--- config.mk ---
export PLATFORM = sky130hd
export DESIGN_NAME = imem_boot_loader_flat
export DESIGN_NICKNAME = d
export VERILOG_FILES = /design/src/rtl/imem_boot_loader_if.sv /design/src/rtl/imem_boot_loader.sv /design/src/flat_wrapper.sv
export SDC_FILE = /design/constraint.sdc
export NUM_CORES = 1
export LEC_CHECK = 0
export CAP_MARGIN = 10
export CORE_MARGIN = 2
export CORE_UTILIZATION = 55
export CTS_CLUSTER_DIAMETER = 40
export CTS_CLUSTER_SIZE = 8
export DETAILED_ROUTE_END_ITERATION = 10
export HOLD_SLACK_MARGIN = 0.15
export PLACE_DENSITY = 0.87
export SYNTH_ARGS = -nofsm -noshare
export SYNTH_HDL_FRONTEND = slang
export SYNTH_SLANG_ARGS = --single-unit
--- constraint.sdc ---
create_clock -name clk -period 7.07 [get_ports clk]
set_input_delay 0.707 -clock clk [delete_from_list [all_inputs] [get_ports clk]]
set_output_delay 0.707 -clock clk [all_outputs]
set_load 0.05 [all_outputs]
--- src/rtl/imem_boot_loader_if.sv ---
// imem_boot_loader_if: byte stream handshake and instruction memory write port
interface imem_boot_loader_if #(parameter int ADDR_W = 8);
  logic [7:0] in_data;
  logic in_valid;
  logic in_ready;
  logic imem_we;
  logic [ADDR_W-1:0] imem_addr;
  logic [31:0] imem_wdata;
  modport master(output in_data, in_valid, input in_ready, imem_we, imem_addr, imem_wdata);
  modport slave(input in_data, in_valid, output in_ready, imem_we, imem_addr, imem_wdata);
endinterface

--- src/rtl/imem_boot_loader.sv ---
// imem_boot_loader: framed byte stream to instruction memory loader with checksum gate on core_run
module imem_boot_loader #(
  parameter int ADDR_W = 8,
  parameter int MAX_WORDS = 256
) (
  input  logic clk,
  input  logic rst,
  imem_boot_loader_if.slave bus,
  output logic core_run,
  output logic done,
  output logic error,
  output logic [ADDR_W:0] word_cnt
);
  typedef enum logic [2:0] {S_LEN_LO, S_LEN_HI, S_DATA, S_CSUM, S_RUN, S_ERR} state_t;
  state_t state;
  logic [7:0] sum;
  logic [7:0] len_lo;
  logic [1:0] lane;
  logic [23:0] word;
  logic [15:0] remain;
  logic hs;
  logic [15:0] n;
  assign hs = bus.in_valid && bus.in_ready;
  assign n = {bus.in_data, len_lo};
  always_ff @(posedge clk or posedge rst)
    if (rst) begin
      state <= S_LEN_LO;
      sum <= '0;
      len_lo <= '0;
      lane <= '0;
      word <= '0;
      remain <= '0;
      bus.in_ready <= 1'b1;
      bus.imem_we <= 1'b0;
      bus.imem_addr <= '0;
      bus.imem_wdata <= '0;
      core_run <= 1'b0;
      done <= 1'b0;
      error <= 1'b0;
      word_cnt <= '0;
    end else begin
      bus.imem_we <= 1'b0;
      if (hs) begin
        if (state != S_CSUM) sum <= sum + bus.in_data;
        case (state)
          S_LEN_LO: begin
            len_lo <= bus.in_data;
            state <= S_LEN_HI;
          end
          S_LEN_HI:
            if (n == 16'd0 || 32'(n) > MAX_WORDS) begin
              state <= S_ERR;
              error <= 1'b1;
              bus.in_ready <= 1'b0;
            end else begin
              remain <= n;
              state <= S_DATA;
            end
          S_DATA: begin
            // bytes enter at the top and shift down, so byte 0 ends in bits [7:0]
            lane <= lane + 2'd1;
            word <= {bus.in_data, word[23:8]};
            if (lane == 2'd3) begin
              bus.imem_we <= 1'b1;
              bus.imem_addr <= word_cnt[ADDR_W-1:0];
              bus.imem_wdata <= {bus.in_data, word};
              word_cnt <= word_cnt + 1'b1;
              remain <= remain - 16'd1;
              if (remain == 16'd1) state <= S_CSUM;
            end
          end
          S_CSUM: begin
            bus.in_ready <= 1'b0;
            if (bus.in_data == sum) begin
              state <= S_RUN;
              core_run <= 1'b1;
              done <= 1'b1;
            end else begin
              state <= S_ERR;
              error <= 1'b1;
            end
          end
          default: ;
        endcase
      end
    end
endmodule
--- src/flat_wrapper.sv ---
// flat-port wrapper written by rule: the top's interface ports become plain ports
module imem_boot_loader_flat 
#(
  parameter int ADDR_W = 8,
  parameter int MAX_WORDS = 256
)
  (clk, rst, core_run, done, error, word_cnt, bus_in_data, bus_in_valid, bus_in_ready, bus_imem_we, bus_imem_addr, bus_imem_wdata);
  imem_boot_loader_if #(.ADDR_W(ADDR_W)) bus_i ();
  input  logic clk;
  input  logic rst;
  output logic core_run;
  output logic done;
  output logic error;
  output logic [ADDR_W:0] word_cnt;
  input wire logic [$bits(bus_i.in_data)-1:0] bus_in_data;
  input wire logic [$bits(bus_i.in_valid)-1:0] bus_in_valid;
  output wire logic [$bits(bus_i.in_ready)-1:0] bus_in_ready;
  output wire logic [$bits(bus_i.imem_we)-1:0] bus_imem_we;
  output wire logic [$bits(bus_i.imem_addr)-1:0] bus_imem_addr;
  output wire logic [$bits(bus_i.imem_wdata)-1:0] bus_imem_wdata;
  assign bus_i.in_data = bus_in_data;
  assign bus_i.in_valid = bus_in_valid;
  assign bus_in_ready = bus_i.in_ready;
  assign bus_imem_we = bus_i.imem_we;
  assign bus_imem_addr = bus_i.imem_addr;
  assign bus_imem_wdata = bus_i.imem_wdata;
  imem_boot_loader #(.ADDR_W(ADDR_W), .MAX_WORDS(MAX_WORDS)) u_core (.clk(clk), .rst(rst), .bus(bus_i), .core_run(core_run), .done(done), .error(error), .word_cnt(word_cnt));
endmodule
==> flow_metrics.py, run 1 <==
metrics = {
    "setup_path": {
        "cpLargestDelayFamily": "simple AND/OR/NAND/NOR gates",
        "cpPeakStageDelay_ns": 0.71,
        "critPathRequiredTime_ns": 7.47,
        "worst-setup-path-type": "input port to flop",
        "cp-start-kind": "input port",
        "worst_path_max_delay_cell": "a21oi_1",
        "critPathMaxFanout": 15,
        "critPathBufInv": 1,
        "end_kind": "flop",
        "cp.arrival_ns": 3.18,
        "worstPathCellList": "clkdlybuf4s50_1 -> nand3b_1 -> a21oi_1 -> nand2_1 -> mux2_2",
    },
    "yosys": {
        "synth_compound_area_share_pct": 9.24,
        "syn_area_per_cell_um2": 12.1,
        "synth_top_family_by_area": "multiplexers",
        "synth_fa_ha_area_share_pct": 3.02,
        "yosysWarnings": 0,
        "synthDistinctLibCells": 52,
        "synth-main-ff-cell": "dfrtp_1",
        "synthArstFlopShare_pct": 100,
        "muxShareOfSynthArea_pct": 16.7,
        "synth_seq_cells": 114,
        "seq_area_frac_synth_pct": 54.6,
        "syn_area_um2": 5230,
        "synth_edf_count": 0,
        "postSynthCellCount": 431,
        "synth_simple_gate_area_share_pct": 11.3,
        "synth_xor_area_share_pct": 2.35,
        "synth_nets": 454,
    },
    "finish": {
        "nNetsFinal": 517,
        "multi_input_area_um2": 2240,
        "syn_to_final_growth_pct": 25.0,
        "n_antenna_cell": 0,
        "ff_latch_area_um2": 2850,
        "final_core_util_pct": 70.7,
        "fillers": 585,
        "layout-drive-gt1-share_pct": 24.5,
    },
    "detailed_routing": {
        "drc_errors": 0,
        "first_iter_violations": 240,
        "routedWlPerCell_um": 18.5,
        "route.vias.total": 3827,
        "ant_nets": 0,
        "vias_per_cell": 6.02,
        "dr.pass1.iters": 5,
        "totalWireLength_um": 11800,
    },
    "sta": {
        "finalMaxSlewViolations": 0,
        "fin_skew_ns": 0.00848,
        "finalCritPeriodShare_pct": 39.3,
        "hold_viol_final": 0,
        "setup_viol": 0,
        "rsz0062_at_grt": "no",
        "slew_headroom_pct": 27.9,
        "tightest_slew_ns": 1.08,
        "clock.fmax_mhz": 360,
        "finalSetupTns_ns": 0,
        "fin_crit_ns": 2.78,
    },
    "clock_tree": {
        "post_cts_resized": 0,
        "cts.path.max_buffers": 2,
        "cts.htree.levels": 4,
        "cts.sinks": 114,
        "clk_pin_slew_ns": 0.06,
        "clockRootBuffer": "clkbuf_8",
        "cts_setup_buffers": 0,
        "clkLatencyLatePin_ns": 0.52,
        "cts_buffers": 17,
        "tritoncts": "yes",
        "cts_hold_buf": 0,
    },
    "die": {
        "die-area_um2": 10300,
        "dieWidth_um": 101,
        "rows": 35,
        "core-area_um2": 9240,
        "die_h_um": 101,
        "initial_core_util_pct": 56.6,
        "ios": 65,
    },
    "power_and_ir_drop": {
        "powerDensity_nw_per_um2": 231,
        "vdd_ir_drop_max_uv": 179,
        "leakage_nw": 3.05,
    },
    "status": {
        "status": "complete, no violations",
    },
    "grt": {
        "gr-total-overflow": 0,
        "track_usage_pct": 24.8,
        "grt_first_pass_wirelength_um": 19600,
        "grt_antenna_before_repair": 0,
        "grt_pass1_vias": 3844,
        "grt_max_degree": 89,
    },
    "placed_design": {
        "place_hpwl_um": 7150,
        "place_congestion": 0.888,
        "port_buffers": 64,
    },
    "hold_path": {
        "hold_class": "flop to flop",
    },
    "run": {
        "max_cap_violations": 0,
    },
}
-- cells in the final DEF, fill, tap and decap left out, types with 9 or more instances in the layout --
cell,Yosys,routed
a21oi_1,12,12
clkbuf_16,0,16
clkdlybuf4s50_1,0,64
dfrtp_1,113,113
ha_1,11,11
mux2_2,75,75
nand2_1,23,23
nor2_1,17,16
nor4_1,9,9
o21ai_0,32,32
-- registers in the layout (all words and copies together) (netlist names), 3 cells and up --
register and flops:
u_core.bus.imem_addr 8, u_core.bus.imem_wdata 32, u_core.len_lo 8, u_core.remain 16, u_core.state 3, u_core.sum 8, u_core.word 24, u_core.word_cnt 9
-- power breakdown --
| group | leakage [nW] | switching [mW] | internal (mW) |
|---|---|---|---|
| logic | 1.18 | 0.0234 | 0.00925 |
| clock network | 0.276 | 0.315 | 0.505 |
| registers | 1.59 | 0 | 0.653 |
| total | 3.05 | 0.339 | 1.17 |
-- cells by family after synthesis --
kind of cell    after synthesis
flops                       114
mux                          78
simple gates                104
xor+xnor                     14
compound gates               76
buf+inv                      33
fa+ha+maj                    12
-- Yosys cell counts (all sizes together), types with 8 or more instances --
cell type	n	area, um2
mux2	75	845
nand2	23	86.3
xnor2	8	70.1
ha	11	138
dfrtp	113	2830
clkbuf	15	56.3
buf	9	53.8
nand4	8	50.1
inv	9	33.8
a21oi	12	60.1
o21ai	32	160
nor4	10	77.6
nor2	18	70.1
nor3	9	50.1
-- final cells by class --
cell class / count / area share (%)
inverters: 9 / 0.556
clock inverters: 14 / 2.38
repair buffers: 68 / 10.3
clock buffers: 18 / 6.40
flip-flops and latches: 114 / 43.7
multi-input cells: 284 / 34.2
well taps: 129 / 2.47
-- final timing paths --
check	to	from	slack, ns	cells past startpoint
min in group asynchronous	u_core.bus.imem_addr[6]	rst	0.50	2
max in group asynchronous	u_core.bus.imem_wdata[11]	rst	5.17	3
worst min-delay path	u_core.lane[0]	u_core.lane[0]	0.49	1
worst max-delay path	u_core.remain[1]	bus_in_valid	4.29	5
worst min register to register	u_core.lane[0]	u_core.lane[0]	0.49	1
worst max register to register	u_core.bus.imem_wdata[12]	u_core.state[1]	4.39	4
-- per-stage QoR --
stage / cell area (um2) / hold slack (ns) / std cells / total power [mW] / setup WS, ns
floorplan: 5230 / 0.448 / 431 / 0.681 / 3.35
CTS: 6530 / 0.486 / 636 / 1.51 / 4.38
detailed placement: 5960 / 0.471 / 604 / 0.697 / 3.87
finish: 6530 / 0.486 / 636 / 1.51 / 4.29
global route: 6530 / 0.518 / 636 / 1.55 / 4.16
global placement: 5960 / 0.462 / 604 / 0.697 / 3.93
-- layer usage --
layer  global-route usage (%)  wire length, um  vias to the layer above
li1                         -                -                     1700
met1                     33.3             4920                     1936
met2                     37.5             5770                      164
met3                     8.76              877                       27
met4                     9.56              223                        0
met5                        0                0                        -
Note: power is estimated with default switching activity, not from simulation.
==> inputs of run 2 (changes only) <==
--- a/config.mk
+++ b/config.mk
@@ -7,12 +7,12 @@
 export LEC_CHECK = 0
 export CAP_MARGIN = 10
 export CORE_MARGIN = 2
-export CORE_UTILIZATION = 55
+export CORE_UTILIZATION = 50
 export CTS_CLUSTER_DIAMETER = 40
 export CTS_CLUSTER_SIZE = 8
 export DETAILED_ROUTE_END_ITERATION = 10
 export HOLD_SLACK_MARGIN = 0.15
-export PLACE_DENSITY = 0.87
+export PLACE_DENSITY = 0.84
 export SYNTH_ARGS = -nofsm -noshare
 export SYNTH_HDL_FRONTEND = slang
 export SYNTH_SLANG_ARGS = --single-unit
==> constraint.sdc (replaced) <==
create_clock -name clk -period 2.4 [get_ports clk]
set_input_delay 0.24 -clock clk [delete_from_list [all_inputs] [get_ports clk]]
set_output_delay 0.24 -clock clk [all_outputs]
set_load 0.05 [all_outputs]
==> run 2 against run 1 <==
Compared with the run above:
- utilization decreased by 4.9 points
- wire length increased by 7.9%
- sequential power increased to 2.9 times the previous value
- total power increased to 3.0 times the previous value
- global-route usage decreased by 1.5 points
- clock skew increased by 0.0045 ns
- non-clock buffer count increased by 19
- cell area increased by 3.1%
- hold slack got worse by 0.23 ns
- die area increased by 9.6%
- largest cell class unchanged
==> flow_metrics.py, run 2 (synthesis gave the netlist of run 1 again) <==
metrics = {
    "status": {
        "status": "complete, no violations",
    },
    "sta": {
        "slew_headroom_pct": 60.8,
        "timing.final.ws_setup_ns": 0.109,
        "rsz0062_at_grt": "no",
        "setup_viol": 0,
        "tightest_slew_ns": 0.588,
        "finalMaxSlewViolations": 0,
        "finalCritPeriodShare_pct": 95.5,
        "clock.fmax_mhz": 436,
        "worst_hold_slack_ns": 0.251,
        "fin_skew_ns": 0.0130,
        "hold_viol_final": 0,
        "fin_crit_ns": 2.29,
    },
    "detailed_routing": {
        "vias_per_cell": 5.92,
        "ant_nets": 0,
        "dr.pass1.iters": 5,
        "routedWlPerCell_um": 19.2,
        "first_iter_violations": 309,
        "totalWireLength_um": 12700,
        "route.vias.total": 3918,
        "drc_errors": 0,
    },
    "clock_tree": {
        "tritoncts": "yes",
        "cts.htree.levels": 4,
        "cts.sinks": 114,
        "clk_pin_slew_ns": 0.07,
        "cts_buffers": 17,
        "clockRootBuffer": "clkbuf_8",
        "post_cts_resized": 0,
        "cts_hold_buf": 0,
        "clkLatencyLatePin_ns": 0.52,
        "cts.path.max_buffers": 2,
        "cts_setup_buffers": 0,
    },
    "die": {
        "rows": 37,
        "dieWidth_um": 106,
        "initial_core_util_pct": 51.1,
        "die_h_um": 106,
        "ios": 65,
        "core-area_um2": 10200,
        "die-area_um2": 11300,
    },
    "placed_design": {
        "place_hpwl_um": 7760,
        "place_area_um2": 6150,
        "place_congestion": 0.933,
        "port_buffers": 64,
        "dp_slack_ns": -0.0405,
    },
    "finish": {
        "syn_to_final_growth_pct": 28.8,
        "design_area_um2": 6730,
        "final_core_util_pct": 65.8,
        "n_antenna_cell": 0,
        "layout_common_cells": "dfrtp_1, mux2_2, clkdlybuf4s50_1",
        "mostFrequentLayoutCell": "dfrtp_1",
        "nNetsFinal": 536,
        "largest-register": "u_core.bus.imem_wdata",
        "layout-drive-gt1-share_pct": 27.4,
        "largest_reg_flops": 32,
        "reg_top3": "u_core.bus.imem_wdata (32), u_core.word (24), u_core.remain (16)",
    },
    "setup_path": {
        "critPathRequiredTime_ns": 2.80,
        "end_kind": "flop",
        "critPathMaxFanout": 5,
        "cp-start-kind": "flop",
        "rr_worst_depth": 7,
        "reg2reg_slack_ns": 0.11,
        "worst-setup-path-type": "flop to flop",
        "critPathLaunch": "u_core.remain[0]",
        "crit_path_end": "u_core.remain[14]",
        "r2r_start": "u_core.remain[0]",
        "cp.arrival_ns": 2.69,
        "r2r-end": "u_core.remain[14]",
    },
    "power_and_ir_drop": {
        "powerDensity_nw_per_um2": 675,
        "leakage_nw": 3.15,
        "vdd_ir_drop_max_uv": 544,
    },
    "hold_path": {
        "hold_class": "input port to asynchronous set/reset pin",
    },
    "grt": {
        "track_usage_pct": 23.4,
        "grt_util_met2_pct": 40.0,
        "busiest_layer": "met2",
        "grt_max_degree": 115,
        "grt_pass1_vias": 3951,
        "met3_usage_pct": 5.76,
        "gr-usage-met1_pct": 28.1,
        "grt_antenna_before_repair": 0,
        "grt_first_pass_wirelength_um": 20200,
        "gr-total-overflow": 0,
    },
    "run": {
        "max_cap_violations": 0,
    },
}
## run 2: critical path: stages (launching register included)
cell	delay (ns)
dfrtp_1	0.43
inv_1	0.14
ha_1	0.21
or3b_1	0.39
or3_4	0.43
nor4_4	0.23
mux2i_1	0.26
o2bb2ai_2	0.08
## run 2: area by class of cell
class	instances	area (um2)
multi-input combinational	284	2240
fill	690	3500
tap	136	170
clock buffer	17	414
clock inverter	15	170
sequential	114	2850
timing repair buffer	87	851
inverter	9	37.5
## run 2: worst min path at each step
| stage | startpoint | end |
|---|---|---|
| final | rst | u_core.bus.imem_wdata[23] |
| after global routing | rst | u_core.remain[10] |
| after CTS | rst | u_core.bus.imem_wdata[23] |
| after detailed placement | u_core.word_cnt[8] | u_core.word_cnt[8] |
| after global placement | u_core.lane[0] | u_core.lane[0] |
| after floorplan | bus_in_data[0] | u_core.len_lo[0] |
## run 2: routing by layer
layer / up-vias / wire (um)
met3: 38 / 793
li1: 1738 / -
met5: - / 0
met1: 1945 / 5100
met4: 0 / 350
met2: 197 / 6480
## run 2: power by group
group | internal [mW] | total [mW] | switching, mW
Clock | 1.51 | 2.51 | 1.00
Sequential | 1.92 | 1.92 | 0
Combinational | 0.0401 | 0.115 | 0.0752
Total | 3.47 | 4.54 | 1.08
## run 2: metrics by stage
| stage | power, mW | cells | TNS (ns) |
|---|---|---|---|
| 6_report | 4.54 | 662 | 0 |
| 5_1_grt | 4.66 | 662 | 0 |
| 4_1_cts | 4.56 | 662 | 0 |
| 3_5_place_dp | 2.07 | 630 | -0.133 |
| 3_3_place_gp | 2.07 | 630 | 0 |
| 2_1_floorplan | 2.01 | 431 | 0 |
